--- src/rtl/mips_mem_pkg.sv ---
// mips_mem_pkg: shared FSM encoding and default sizes for the memory bus arbiter.
package mips_mem_pkg;
   localparam int ADDR_W_DEF     = 32;
   localparam int DATA_W_DEF     = 32;
   localparam int STARVE_MAX_DEF = 4;
   typedef enum logic [2:0] {IDLE, ISSUE_I, ISSUE_D, RESP_I, RESP_D} arb_state_t;
endpackage

--- src/rtl/arb_starve_cnt.sv ---
// arb_starve_cnt: data-first grant decision with a starvation cap that protects instruction fetch.
module arb_starve_cnt
   import mips_mem_pkg::*;
#(
   parameter int STARVE_MAX = STARVE_MAX_DEF
) (
   input  logic clk,
   input  logic rst,
   input  logic i_idle,
   input  logic i_inst_ce,
   input  logic i_data_ce,
   output logic o_gnt_i,
   output logic o_gnt_d
);
   localparam int CNT_W = $clog2(STARVE_MAX + 1);
   logic [CNT_W-1:0] r_cnt;
   logic             w_cap_ok;
   always_comb begin
      w_cap_ok = r_cnt < CNT_W'(STARVE_MAX);
      o_gnt_d  = i_idle & i_data_ce & (w_cap_ok | ~i_inst_ce);
      o_gnt_i  = i_idle & i_inst_ce & ~o_gnt_d;
   end
   // count only data grants that made a waiting fetch wait longer
   always_ff @(posedge clk or posedge rst)
      if (rst) r_cnt <= '0;
      else if (~i_inst_ce | o_gnt_i) r_cnt <= '0;
      else if (o_gnt_d & w_cap_ok) r_cnt <= r_cnt + CNT_W'(1);
endmodule

--- src/rtl/mem_bus_arbiter.sv ---
// mem_bus_arbiter: shares one single-port synchronous RAM between the fetch and load/store
// ports; every access takes issue + response cycles after the grant.
module mem_bus_arbiter
   import mips_mem_pkg::*;
#(
   parameter int ADDR_W     = ADDR_W_DEF,
   parameter int DATA_W     = DATA_W_DEF,
   parameter int STARVE_MAX = STARVE_MAX_DEF
) (
   input  logic              clk,
   input  logic              rst,
   input  logic              inst_ce_i,
   input  logic [ADDR_W-1:0] inst_addr_i,
   output logic [DATA_W-1:0] inst_data_o,
   output logic              inst_ready_o,
   input  logic              data_ce_i,
   input  logic              data_we_i,
   input  logic [3:0]        data_sel_i,
   input  logic [ADDR_W-1:0] data_addr_i,
   input  logic [DATA_W-1:0] data_wdata_i,
   output logic [DATA_W-1:0] data_rdata_o,
   output logic              data_ready_o,
   output logic              mem_ce_o,
   output logic              mem_we_o,
   output logic [3:0]        mem_sel_o,
   output logic [ADDR_W-1:0] mem_addr_o,
   output logic [DATA_W-1:0] mem_wdata_o,
   input  logic [DATA_W-1:0] mem_rdata_i,
   output logic              stall_req_o
);
   arb_state_t        r_state;
   logic              r_we;
   logic [3:0]        r_sel;
   logic [ADDR_W-1:0] r_addr;
   logic [DATA_W-1:0] r_wdata;
   logic [DATA_W-1:0] r_inst_hold;
   logic [DATA_W-1:0] r_data_hold;
   logic              w_idle;
   logic              w_gnt_i;
   logic              w_gnt_d;
   logic              w_issue;

   assign w_idle  = r_state == IDLE;
   assign w_issue = (r_state == ISSUE_I) | (r_state == ISSUE_D);

   arb_starve_cnt #(.STARVE_MAX(STARVE_MAX)) u_arb (
      .clk       (clk),
      .rst       (rst),
      .i_idle    (w_idle),
      .i_inst_ce (inst_ce_i),
      .i_data_ce (data_ce_i),
      .o_gnt_i   (w_gnt_i),
      .o_gnt_d   (w_gnt_d)
   );

   always_ff @(posedge clk or posedge rst)
      if (rst) begin
         r_state     <= IDLE;
         r_we        <= 1'b0;
         r_sel       <= '0;
         r_addr      <= '0;
         r_wdata     <= '0;
         r_inst_hold <= '0;
         r_data_hold <= '0;
      end else
         case (r_state)
            IDLE:
               if (w_gnt_d) begin
                  r_we    <= data_we_i;
                  r_sel   <= data_sel_i;
                  r_addr  <= data_addr_i;
                  r_wdata <= data_wdata_i;
                  r_state <= ISSUE_D;
               end else if (w_gnt_i) begin
                  r_we    <= 1'b0;
                  r_sel   <= 4'hF;
                  r_addr  <= inst_addr_i;
                  r_wdata <= '0;
                  r_state <= ISSUE_I;
               end
            ISSUE_I: r_state <= RESP_I;
            ISSUE_D: r_state <= RESP_D;
            RESP_I: begin
               r_inst_hold <= mem_rdata_i;
               r_state     <= IDLE;
            end
            RESP_D: begin
               if (!r_we) r_data_hold <= mem_rdata_i;
               r_state <= IDLE;
            end
            default: r_state <= IDLE;
         endcase

   // RAM data is only valid in the response cycle; stores leave the load hold untouched
   always_comb begin
      mem_ce_o     = w_issue;
      mem_we_o     = w_issue & r_we;
      mem_sel_o    = w_issue ? r_sel : '0;
      mem_addr_o   = w_issue ? r_addr : '0;
      mem_wdata_o  = w_issue ? r_wdata : '0;
      inst_ready_o = r_state == RESP_I;
      data_ready_o = r_state == RESP_D;
      inst_data_o  = inst_ready_o ? mem_rdata_i : r_inst_hold;
      data_rdata_o = (data_ready_o & ~r_we) ? mem_rdata_i : r_data_hold;
      stall_req_o  = (inst_ce_i & ~inst_ready_o) | (data_ce_i & ~data_ready_o);
   end
endmodule
--- config.mk ---
export PLATFORM = sky130hd
export DESIGN_NAME = mem_bus_arbiter
export DESIGN_NICKNAME = d
export VERILOG_FILES = /design/src/rtl/mips_mem_pkg.sv /design/src/rtl/arb_starve_cnt.sv /design/src/rtl/mem_bus_arbiter.sv
export SDC_FILE = /design/constraint.sdc
export NUM_CORES = 1
export LEC_CHECK = 0
export CORE_AREA = 2 2 129 131
export DETAILED_ROUTE_END_ITERATION = 16
export DIE_AREA = 0 0 131 133
export PLACE_DENSITY = 0.76
export SLEW_MARGIN = 20
export SYNTH_ARGS = -nofsm -noshare
export SYNTH_HDL_FRONTEND = slang
export SYNTH_HIERARCHICAL = 1
export SYNTH_SLANG_ARGS = --single-unit
--- constraint.sdc ---
create_clock -name clk -period 5.25 [get_ports clk]
set_clock_uncertainty 0.1 [all_clocks]
set_input_delay 0.7875 -clock clk [delete_from_list [all_inputs] [get_ports clk]]
set_output_delay 0.7875 -clock clk [all_outputs]
set_load 0.05 [all_outputs]
Word-level counts from Yosys, hierarchy flattened
Index checks and enable logic that the tools add are counted.
{"block": "op_classes", "addsub": 1, "magnitude_cmp": 1, "eq_ne": 5, "muxes": 18, "bitwise_logic": 18, "n_reduce_logical": 5}
{"cell": "two-way mux 32 bit", "n": 8}
{"cell": "two-way mux 3 bit", "n": 4}
{"cell": "two-way mux 4 bit", "n": 3}
{"cell": "AND 1 bit", "n": 9}
{"cell": "case mux 3 bit (3 select lines)", "n": 1}
{"cell": "== test 3 x 2 -> 1 bit, second input constant", "n": 2}
{"cell": "NOT 1 bit", "n": 5}
{"cell": "bitwise OR 1 bit", "n": 4}
{"cell": "AND reduction 2 bit", "n": 2}
{"cell": "nonzero test 2 bit", "n": 2}
{"cell": "adder 3 x 1 -> 3 bit, second input constant", "n": 1}
{"cell": "== test 3 x 1 -> 1 bit, second input constant", "n": 1}
{"cell": "== test 3 bit, second input constant", "n": 1}
{"cell": "logical NOT 3 bit", "n": 1}
{"cell": "< comparator 3 bit, second input constant", "n": 1}
{"cell": "!= test 3 bit, second input constant", "n": 1}
{"cell": "two-way mux 1 bit", "n": 2}
{"block": "word_totals", "ff_bits": 139, "in_bits": 137, "output_inout_bits": 137}

Longest topological paths before layout
{"block": "logic_depth", "ltp_word": 8, "depth_mapped": 9, "ltp_nobuf": 6}

By module
Netlist, hierarchy kept.
{"mod": "mem_bus_arbiter", "n_inst": 1, "cells_per_inst": 430, "area_each_um2": 6142.1}
{"mod": "arb_starve_cnt", "n_inst": 1, "cells_per_inst": 19, "area_each_um2": 185.2}

Worst setup path after synthesis
Ideal clock, no wire load.
{"block": "synth_path", "kind": "register to output", "start": "register r_state[0]", "end": "output port mem_wdata_o[22]", "t_arrival_ns": 1.989, "required_time_ns": 4.363, "path_slack_ns": 2.373, "path_stages_with_launch": 6, "cell_sequence": "dfrtp_1 > buf_2 > xnor2_1 > nor2_1 > clkbuf_1 > and2_1"}
{"block": "synth_via", "elab_chain_cells": 3}
{"element": "from (decl)", "line": "mem_bus_arbiter.sv:31", "rtl": "arb_state_t r_state;"}
{"element": "from (signal assigned)", "line": "mem_bus_arbiter.sv:58", "rtl": "r_state <= IDLE;"}
{"element": "from (signal assigned)", "line": "mem_bus_arbiter.sv:73", "rtl": "r_state <= ISSUE_D;"}
{"element": "from (signal assigned)", "line": "mem_bus_arbiter.sv:79", "rtl": "r_state <= ISSUE_I;"}
{"element": "== test 3 x 1 -> 1 bit / == test 3 x 2 -> 1 bit (equally long branches)", "line": "mem_bus_arbiter.sv:44", "rtl": "assign w_issue = (r_state == ISSUE_I) | (r_state == ISSUE_D);"}
{"element": "bitwise OR 1 bit (*)", "line": "mem_bus_arbiter.sv:44"}
{"element": "named net mem_ce_o", "line": "mem_bus_arbiter.sv:23", "rtl": "output logic mem_ce_o,"}
{"element": "two-way mux 32 bit (*)", "line": "mem_bus_arbiter.sv:100", "rtl": "mem_wdata_o = w_issue ? r_wdata : '0;"}
{"element": "to (decl)", "line": "mem_bus_arbiter.sv:27", "rtl": "output logic [DATA_W-1:0] mem_wdata_o,"}
Mark *: on every way through the listed nets, which the timed path passes. The rest lies on a longest branch.

Worst setup path in the final report
{"block": "layout_path", "start": "register r_state[2]", "end": "output port data_rdata_o[28]"}
{"block": "layout_via", "elab_chain_cells": 3}
{"element": "== test 3 bit", "line": "mem_bus_arbiter.sv:102", "rtl": "data_ready_o = r_state == RESP_D;"}
{"element": "AND 1 bit", "line": "mem_bus_arbiter.sv:104", "rtl": "data_rdata_o = (data_ready_o & ~r_we) ? mem_rdata_i : r_data_hold;"}
{"element": "two-way mux 32 bit", "line": "mem_bus_arbiter.sv:104"}
{"element": "to (decl)", "line": "mem_bus_arbiter.sv:21", "rtl": "output logic [DATA_W-1:0] data_rdata_o,"}
No other way between the ends.

==> results.cfg <==
[route]
viasPerCell = 4.81
antenna_left = 0
drt_pre_antenna_iters = 4
drt_iter0_drc = 117
final_routed_wirelength_across_all_metal_layers_um = 16600
route.detailed.wl_per_inst_um = 17.5
vias = 4562
drcViolationCount = 0

[clock_tree]
cts_sinks = 139
cts_hold_buf = 0
clk-insertion-delay-late_ps = 410
clk_pin_slew_worst_paths_ps = 60
cts.repair_timing.setup_buffer_count = 0
h_tree_lvls = 4
post_cts_resize_count = 0
maximum_number_of_buffers_from_clock_root_to_sink = 2
cts_root_buffer_type = sky130_fd_sc_hd__clkbuf_16
number_of_clock_buffers_inserted_by_tritoncts = 17
cts_tree = done

[worst_setup_path]
critical_path_required_ps = 4360
timing.critical_path.arrival_ps = 3220
worst_r2r_startpoint = r_state[0]$_DFFE_PP0P_
timing_worst_setup_path_type = register to output port
element_type_at_the_critical_path_end = output port
timing.critical_path.from = r_state[2]$_DFFE_PP0P_
timing.critical_path.to = data_rdata_o[28]
r2r_slack_ps = 2370
r2r-end = r_addr[13]$_DFFE_PP0P_
reg2reg_depth = 7
timing.critical_path.fanout_max = 41
critical_path.startpoint_type = register

[synthesis]
synth_area_leaders = sky130_fd_sc_hd__dfrtp_1, sky130_fd_sc_hd__mux2_2, sky130_fd_sc_hd__mux2_4, sky130_fd_sc_hd__and2_1, sky130_fd_sc_hd__a22o_1
syn_inst = 449
synth_cell_types = 31
synthesis.nets = 587
yosysMostFrequentCell = sky130_fd_sc_hd__dfrtp_1
ys_top_cells_by_count = sky130_fd_sc_hd__dfrtp_1, sky130_fd_sc_hd__mux2_2, sky130_fd_sc_hd__and2_1
synth_top_cell_area_share_pct = 55.0
post_synth_edffs = 0
synthesis.area_sq_um = 6330
postSynth.asyncResetShare_pct = 100
ys_dominant_reg_cell = sky130_fd_sc_hd__dfrtp_1
synth-warning-count = 6
netlist.top_cell.by_area = sky130_fd_sc_hd__dfrtp_1
sequential_to_total_area_share_from_yosys_stat_pct = 55.0
flops_latches_synth = 139
synthesis.area_per_instance_sq_um = 14.1

[sta]
period_minus_slack_ps = 4110
accumulated_negative_setup_slack_ps = 0
timing_hold_violations_final = 0
final_cycle_utilization_of_the_critical_path_pct = 78.2
grt_setup_unrepaired = no
slew_at_the_pin_closest_to_its_max_slew_limit_ps = 929
timing.max_slew.rel_slack_pct = 38.0
final-setup-viol-count = 0
total_count_of_max_transition_violations_in_the_final_report = 0
maximum_frequency_from_static_timing_analysis_ghz = 0.243

[floorplanning]
y_dimension_of_the_die_um = 133
die_w_um = 131
i_o_pins = 274
initial_cell_density_of_the_core_pct = 39.1
row_count = 47
dieArea_sq_um = 17400
coreArea_sq_um = 16200

[final_layout]
syn_to_final_growth_pct = 55.5
n_fill_cell = 1302
multi_input_comb_area_sq_um = 2660
layout-drive-gt1-share_pct = 23.9
insertedDiodeCount = 0
fin_nets = 854
ff_latch_area_sq_um = 3480

[global_route]
largest_net_degree_at_the_start_of_global_routing = 104
grt_pass1_wl_um = 26100
initial_antenna_violation_count = 0
grt-ovfl-total = 0
grtUsageTotal_pct = 19.4
via_count_of_the_first_global_routing_pass = 4959

[job]
cap_violations = 0

[outcome]
run_status = finished, final reports clean

[placed_design]
gp_congestion = 0.821
dpl.hpwl_um = 12000
io_buffers = 273

[worst_hold_path]
min_path_type = register to register
hold_path_startpoint = r_data_hold[23]$_DFFE_PP0P_
==> per-layer routing <==
layer	GRT usage, %	up-vias	part of all wire, %
met1	22.0	2234	39
met2	33.3	193	50
met5	0	-	0
li1	-	2110	-
met3	7.60	25	9.4
met4	6.26	0	1.8
==> state kept, by name, summed over array words and instances (netlist names) <==
register / flops
r_sel: 4
r_inst_hold: 32
r_we: 1
r_data_hold: 32
r_wdata: 32
r_state: 3
u_arb/r_cnt: 3
r_addr: 32
==> worst min path at each step <==
stage                                  endpoint  depth (start not counted)
finish              r_data_hold[23]$_DFFE_PP0P_                          1
detailed placement   r_data_hold[9]$_DFFE_PP0P_                          1
global route        r_data_hold[15]$_DFFE_PP0P_                          1
floorplan           r_data_hold[21]$_DFFE_PP0P_                          1
global placement    r_data_hold[28]$_DFFE_PP0P_                          1
CTS                 r_data_hold[23]$_DFFE_PP0P_                          1
==> kinds of logic (layout without fill, tap and decap cells) <==
logic type               after synthesis  count (layout)  synth area share (%)
AO/OA/AOI/OAI                         46              46                  6.05
XOR/XNOR                               1               1                 0.138
adder cells (fa/ha/maj)                1               1                 0.198
buffers and inverters                 37             317                  3.32
flip-flops                           139             139                  55.0
multiplexers                         137             137                  26.2
AND/OR/NAND/NOR                       88              88                  9.16
==> worst max-delay path: stages, from the launching register on <==
cell and delay, ps:
sky130_fd_sc_hd__dfrtp_1 510, sky130_fd_sc_hd__or3b_4 470, sky130_fd_sc_hd__nor2_8 690, sky130_fd_sc_hd__mux2_1 420, sky130_fd_sc_hd__clkdlybuf4s50_1 710
==> area by class of cell <==
type                    instances  share of cell area (%)
flip-flops and latches        139                    35.4
repair buffers                279                    28.4
clock inverters                11                    1.48
multi-input cells             273                    27.1
clock buffers                  21                    4.58
inverters                       6                   0.280
well taps                     220                    2.80
==> per-stage QoR <==
step	instance area [sq um]	std cells	util, %	worst slack (ps)	hold WS, ps
after detailed placement	9240	917	57.1	1530	381
after floorplan	6330	449	-	723	358
after global routing	9840	949	60.8	977	402
after CTS	9840	949	60.8	1090	391
after global placement	9210	916	57.0	1620	368
final	9840	949	60.8	1140	389
==> layout by cell type (no fill, tap or decap), drive strengths merged, types with 2 or more instances in the layout <==
cell	n
nand4b	2
nand2b	2
clkbuf	21
clkinv	5
o22a	4
mux2	137
dfrtp	139
o21a	2
nor2	3
a21boi	2
a21oi	3
buf	6
nand2	3
a22o	34
inv	6
clkdlybuf4s50	273
and2	70
bufinv	3
nor3	3
clkinvlp	3
Power is left out: the tool's default activity adds up to more than one toggle a clock period on the data nets, which glitch-free logic cannot reach.
